## src/rtl/sha256_msg_padder.sv

```systemverilog
// SHA-256 message padder.
// Reads a message of msg_len 32-bit words starting at message_addr from a
// synchronous-read memory. It appends the SHA-256 padding and streams the
// result as 16-word blocks.
// Padding after the message: 0x80000000, zero words, then the 64-bit
// bit-length. The high length word is always zero and the low word is
// msg_len*32.
//
// Output handshake (valid/ready): a word transfers on a rising clk edge where
// out_valid and out_ready are both 1. While out_valid=1 and out_ready=0, the
// signals out_word, out_last and out_final hold their values. out_valid never
// drops without a transfer except on reset. out_ready may change freely.
module sha256_msg_padder #(
    parameter int ADDR_W = 16,
    parameter int LEN_W  = 16
) (
    input  logic              clk,
    input  logic              reset_n,
    input  logic              start,
    input  logic [ADDR_W-1:0] message_addr,
    input  logic [LEN_W-1:0]  msg_len,
    output logic              busy,
    output logic              done,
    output logic              mem_clk,
    output logic              mem_we,
    output logic [ADDR_W-1:0] mem_addr,
    input  logic [31:0]       mem_read_data,
    output logic              out_valid,
    input  logic              out_ready,
    output logic [31:0]       out_word,
    output logic              out_last,
    output logic              out_final,
    output logic [2:0]        dbg_state
);

    // The word index reaches msg_len+17 at most, so one extra bit suffices.
    localparam int CNT_W = LEN_W + 1;

    typedef enum logic [2:0] {
        S_IDLE = 3'd0,
        S_RD0  = 3'd1,
        S_RD1  = 3'd2,
        S_RD2  = 3'd3,
        S_OUT  = 3'd4
    } state_t;

    state_t state, state_nxt;

    logic [ADDR_W-1:0] base_q, base_d;
    logic [LEN_W-1:0]  len_q, len_d;
    logic [CNT_W-1:0]  last_q, last_d;
    logic [CNT_W-1:0]  idx_q, idx_d;

    logic              busy_d, done_d, out_valid_d, out_last_d, out_final_d;
    logic [31:0]       out_word_d;
    logic [ADDR_W-1:0] mem_addr_d;

    logic              fire;
    logic [CNT_W-1:0]  idx_next;
    logic [CNT_W-1:0]  len_ext;
    logic [CNT_W-1:0]  start_last;
    logic [31:0]       pad_next;

    assign mem_clk   = clk;
    assign mem_we    = 1'b0;
    assign dbg_state = state;

    assign fire     = out_valid && out_ready;
    assign idx_next = idx_q + CNT_W'(1);
    assign len_ext  = CNT_W'(len_q);
    // Last index of the padded stream: 16*ceil((len+3)/16) - 1.
    assign start_last = ((CNT_W'(msg_len) + CNT_W'(18)) & ~CNT_W'(15)) - CNT_W'(1);

    // Select the padding word that follows the current word (used only past the message).
    always_comb begin
        pad_next = 32'h0;
        if (idx_next == len_ext)
            pad_next = 32'h8000_0000;
        else if (idx_next == last_q)
            pad_next = 32'(len_q) << 5;
    end

    // State register.
    always_ff @(posedge clk or negedge reset_n) begin
        if (!reset_n)
            state <= S_IDLE;
        else
            state <= state_nxt;
    end

    // Next-state logic.
    always_comb begin
        state_nxt = state;
        case (state)
            S_IDLE: if (start) state_nxt = (msg_len == '0) ? S_OUT : S_RD0;
            S_RD0:  state_nxt = S_RD1;
            S_RD1:  state_nxt = S_RD2;
            S_RD2:  state_nxt = S_OUT;
            S_OUT: begin
                if (fire) begin
                    if (idx_q == last_q)
                        state_nxt = S_IDLE;
                    else if (idx_next < len_ext)
                        state_nxt = S_RD0;
                    else
                        state_nxt = S_OUT;
                end
            end
            default: state_nxt = S_IDLE;
        endcase
    end

    // Output and datapath next values, registered below.
    always_comb begin
        base_d      = base_q;
        len_d       = len_q;
        last_d      = last_q;
        idx_d       = idx_q;
        busy_d      = busy;
        done_d      = 1'b0;
        out_valid_d = out_valid;
        out_word_d  = out_word;
        out_last_d  = out_last;
        out_final_d = out_final;
        mem_addr_d  = mem_addr;
        case (state)
            S_IDLE: begin
                if (start) begin
                    base_d = message_addr;
                    len_d  = msg_len;
                    last_d = start_last;
                    idx_d  = '0;
                    busy_d = 1'b1;
                    if (msg_len == '0) begin
                        out_word_d  = 32'h8000_0000;
                        out_valid_d = 1'b1;
                        out_last_d  = 1'b0;
                        out_final_d = 1'b0;
                    end
                end
            end
            S_RD0: mem_addr_d = base_q + ADDR_W'(idx_q);
            S_RD1: ;
            S_RD2: begin
                out_word_d  = mem_read_data;
                out_valid_d = 1'b1;
                out_last_d  = (idx_q[3:0] == 4'hF);
                out_final_d = (idx_q == last_q);
            end
            S_OUT: begin
                if (fire) begin
                    if (idx_q == last_q) begin
                        out_valid_d = 1'b0;
                        out_last_d  = 1'b0;
                        out_final_d = 1'b0;
                        busy_d      = 1'b0;
                        done_d      = 1'b1;
                    end else begin
                        idx_d = idx_next;
                        if (idx_next < len_ext) begin
                            out_valid_d = 1'b0;
                            out_last_d  = 1'b0;
                            out_final_d = 1'b0;
                        end else begin
                            out_word_d  = pad_next;
                            out_last_d  = (idx_next[3:0] == 4'hF);
                            out_final_d = (idx_next == last_q);
                        end
                    end
                end
            end
            default: ;
        endcase
    end

    // Datapath and output registers; reset abandons any job in flight.
    always_ff @(posedge clk or negedge reset_n) begin
        if (!reset_n) begin
            base_q    <= '0;
            len_q     <= '0;
            last_q    <= '0;
            idx_q     <= '0;
            busy      <= 1'b0;
            done      <= 1'b0;
            out_valid <= 1'b0;
            out_word  <= 32'h0;
            out_last  <= 1'b0;
            out_final <= 1'b0;
            mem_addr  <= '0;
        end else begin
            base_q    <= base_d;
            len_q     <= len_d;
            last_q    <= last_d;
            idx_q     <= idx_d;
            busy      <= busy_d;
            done      <= done_d;
            out_valid <= out_valid_d;
            out_word  <= out_word_d;
            out_last  <= out_last_d;
            out_final <= out_final_d;
            mem_addr  <= mem_addr_d;
        end
    end

endmodule
```

## config.mk

```make
export PLATFORM = sky130hd
export DESIGN_NAME = sha256_msg_padder
export DESIGN_NICKNAME = d
export VERILOG_FILES = /design/src/rtl/sha256_msg_padder.sv
export SDC_FILE = /design/constraint.sdc
export NUM_CORES = 1
export LEC_CHECK = 0
export CORE_UTILIZATION = 53
export CTS_CLUSTER_DIAMETER = 120
export DETAILED_ROUTE_END_ITERATION = 8
export PLACE_DENSITY = 0.79
export SLEW_MARGIN = 10
export SYNTH_ARGS = -nofsm -noshare
export SYNTH_HDL_FRONTEND = slang
export SYNTH_SLANG_ARGS = --single-unit
export TNS_END_PERCENT = 30
```

## constraint.sdc

```tcl
create_clock -name clk -period 4.1 [get_ports clk]
set_input_delay 0.82 -clock clk [delete_from_list [all_inputs] [get_ports clk]]
set_output_delay 0.82 -clock clk [all_outputs]
set_load 0.005 [all_outputs]
```

# Yosys cells after proc, flatten, opt, wreduce, memory -nomap -nowiden

Cells that the tools add are included.

Register bits after elaboration: 122
Output and inout port bits: 58

Add/subtract/negate cells: 4
Magnitude comparators: 1
Equal/unequal tests: 16
Mux-type cells: 41
Reduce and logical (&&, ||, !) cells: 12

Operators by type and width:

| operator                                                               | count |
|---|---|
| 32-bit two-way mux                                                     | 6 |
| 32-bit one-hot mux with 3 select lines                                 | 1 |
| 17-bit two-way mux                                                     | 3 |
| 17-bit equality test                                                   | 2 |
| 17-bit one-hot mux with 2 select lines                                 | 1 |
| 21-bit two-way mux                                                     | 1 |
| 1-bit two-way mux                                                      | 19 |
| 16-bit by 5-bit adder with 17-bit output (second input constant)       | 1 |
| 17-bit by 1-bit adder with 17-bit output (second input constant)       | 1 |
| 17-bit by 16-bit equality test with 1-bit output                       | 1 |
| 17-bit by 16-bit less-than comparator with 1-bit output                | 1 |
| 17-bit by 1-bit subtractor with 17-bit output (second input constant)  | 1 |
| 16-bit adder                                                           | 1 |
| 16-bit zero test                                                       | 1 |
| 3-bit two-way mux                                                      | 5 |
| 3-bit one-hot mux with 5 select lines                                  | 1 |
| 2-bit inequality test (second input constant)                          | 6 |
| 4-bit AND reduction                                                    | 3 |
| 1-bit one-hot mux with 3 select lines                                  | 3 |
| 4-bit equality test (second input constant)                            | 2 |
| 3-bit by 2-bit equality test with 1-bit output (second input constant) | 2 |
| 6-bit AND reduction                                                    | 1 |
| 5-bit AND reduction                                                    | 1 |
| 2-bit AND reduction                                                    | 2 |
| other kinds (8)                                                        | 8 |

# Depth between registers and ports, before layout

Word-level depth: 8
Depth in mapped cells: 15
Depth with buffers taken out: 13

==> results.ini <==
[worst_setup_path]
crit_path_top_delay_cell=dfrtp_1
end_kind=flip-flop
cp.arrival_ps=4220
required_ps=4570
critPathKind=flip-flop to flip-flop
critPathMaxFanout=28
path_cells=ha_1 > and3_1 > nand3_1 > nor2_1 > xor2_1 > ha_1 > a211o_1 > o211ai_1 > o2111ai_1 > a211o_1 > a31oi_2 > buf_4 > a22o_1 > a21o_1
cp_slowest_stage_delay_ps=510
critPathLaunchType=flip-flop

[flow_run]
maxCapViolations=0

[global_route]
overflow=0
grt_pass1_vias=6055
grt_start_max_net_pins=63
antenna_found_initial=0
grt_pass1_wl_mm=31.6
grt_usage=0.313

[drt]
drc=0
via_count=6372
drt-total-wl_mm=20.1
routed_via_density=5.98
wl_per_cell_um=18.9
ant_nets=0
detail_route.first_pass.iterations=7
drt_iter0_markers=564

[floorplanning]
rows=41
start_util=0.550
fp.coreArea_um2=12700
dieArea_um2=13700
die_h_um=117
chipWidth_um=117
io_pins=126

[final_layout]
n_antenna_cell=0
finalNetCount=984
final_cell_mix=nand2_1 (128), clkdlybuf4s50_1 (123), dfrtp_1 (119), o21ai_0 (75), xnor2_1 (40)
synthToLayoutAreaGrowth_pct=29.7
final_common_cell=nand2_1
drive_gt1_frac=0.0795
post-route-util=0.713
nFillCells=1015

[clock_network]
insertion_delay_ps=540
clkTransAtPathRegs_ps=50
ctsHoldBuffers=0
cts_tree=built
cts_setup_buffers=0
cts_resized=0

[timing]
period_share=0.915
setup_viol=0
worst_pin_slew_ps=1110
fin_crit_ps=3750
slew_viol_final=0
hold_violations=0
timing.fmax_ghz=0.267
worst_slack_ps=348
fin_worst_skew_ps=7.44
relSlewSlack=0.257
tns_ps=0
fin_hold_ws_ps=337
rsz0062_at_grt=no

[place]
dpl_worst_slack_ps=457
place_congestion=0.953
port_buffers=124
dp.final_hpwl_mm=14.8

[synthesis]
syn_area_per_cell_um2=9.21
ys_seq_area_frac=0.426
async_flop_share=1.00
synthDistinctLibCells=61
yosysTopAreaCell=dfrtp_1
synth.area.top_cells=dfrtp_1 (43%), nand2_1 (6.9%), ha_1 (6.1%), o21ai_0 (5.4%), xnor2_1 (5.0%)
syn_nets=863
syn_area_um2=7000
netlist.area_leader.share=0.426
synth_ff_type=dfrtp_1
synth_cells=760
yosysWarnings=0
ys_ff_latch=119
synth_edf_count=0

[hold_path]
worstHoldPathType=input port to async pin

[pwr]
ir_drop_mv=0.379
leakagePower_nw=4.21
p_per_area_nw_per_um2=635
finalPower_mw=5.76

[outcome]
status=finished clean

-- cell usage after synthesis (all sizes together) (3+ instances only) --
library cell and instances:
and4 3, o211ai 3, o21ai 77, nand2 128, a21boi 3, a211o 3
a21oi 15, nor2b 4, a22o 32, o31ai 11, mux2i 3, and2 6
buf 16, a22oi 4, nand4 11, inv 33, o21a 6, ha 34
clkbuf 27, o2111ai 4, o41ai 3, o31a 3, xor2 18, a31oi 7
a211oi 5, or3 5, or2 4, nor4 10, a21o 25, dfrtp 119
xnor2 40, nand3 20, nor2 35, nand2b 4, nor3 12, and3 9
-- registers in the layout (all words and copies together) (netlist names) --
register,cells
mem_addr,16
out_final,1
out_valid,1
idx_q,17
out_last,1
dbg_state,3
done,1
out_word,32
len_q,16
last_q,14
busy,1
base_q,16
-- through the flow --
stage | cells | cell area [um2]
global route | 1065 | 9070
detailed placement | 1031 | 8400
finish | 1065 | 9070
global placement | 1031 | 8400
CTS | 1065 | 9070
floorplan | 760 | 7000
-- area by class of cell --
| type | count | area [um2] | area share |
|---|---|---|---|
| timing repair buffer | 141 | 1390 | 0.153 |
| sequential | 119 | 2980 | 0.328 |
| multi-input combinational | 565 | 3690 | 0.406 |
| tap | 172 | 215 | 0.0237 |
| clock buffer | 22 | 524 | 0.0578 |
| clock inverter | 13 | 156 | 0.0172 |
| inverter | 33 | 124 | 0.0136 |
-- kinds of logic (layout without fill, tap and decap cells) --
group	count (synthesis)	in the layout	synth area share
xor+xnor	59	59	0.0758
compound gates	207	207	0.198
flops	119	119	0.426
buf+inv	76	209	0.0474
mux	3	3	0.00429
fa+ha+maj	35	35	0.0637
simple gates	260	260	0.185
other cells	1	1	0.000536
-- metal layers --
| layer | share of wire | wire length, um | global-route usage | vias to the layer above |
|---|---|---|---|---|
| met2 | 0.48 | 9690 | 0.494 | 310 |
| met5 | 0 | 0 | 0 | - |
| met1 | 0.43 | 8580 | 0.422 | 3092 |
| li1 | - | - | - | 2923 |
| met4 | 0.022 | 434 | 0.133 | 0 |
| met3 | 0.070 | 1420 | 0.0644 | 47 |
-- where the power goes --
group / leakage [nW] / total (mW) / switching (mW) / internal [mW]
Sequential: 1.52 / 1.91 / 0.316 / 1.60
Clock: 0.320 / 1.68 / 0.573 / 1.10
Combinational: 2.37 / 2.17 / 1.11 / 1.07
Total: 4.21 / 5.76 / 2.00 / 3.77
-- critical path: cells and delay by family, from the launching register on --
kind,cells,cell delay [ps]
AOI/OAI and AO/OA,7,1510
and+or+nand+nor,3,580
adders and majority gates,2,520
DFF,1,510
buffers and inverters,1,370
xor gates and xnor gates,1,180
-- worst paths after layout --
path                                        from                       end  slack, ps  cells past startpoint
hold reg to reg            len_q[11]$_DFFE_PN0P_  out_word[16]$_DFFE_PN0P_        480                      1
setup / recovery            idx_q[0]$_DFFE_PN0P_  out_word[17]$_DFFE_PN0P_        350                     14
min in group clk           len_q[11]$_DFFE_PN0P_  out_word[16]$_DFFE_PN0P_        480                      1
hold / removal                           reset_n    last_q[15]$_DFFE_PN0P_        340                      1
max in group asynchronous                reset_n      idx_q[2]$_DFFE_PN0P_       2970                      2
setup reg to reg            idx_q[0]$_DFFE_PN0P_  out_word[17]$_DFFE_PN0P_        350                     14
Note: power is estimated with default switching activity, not from simulation.
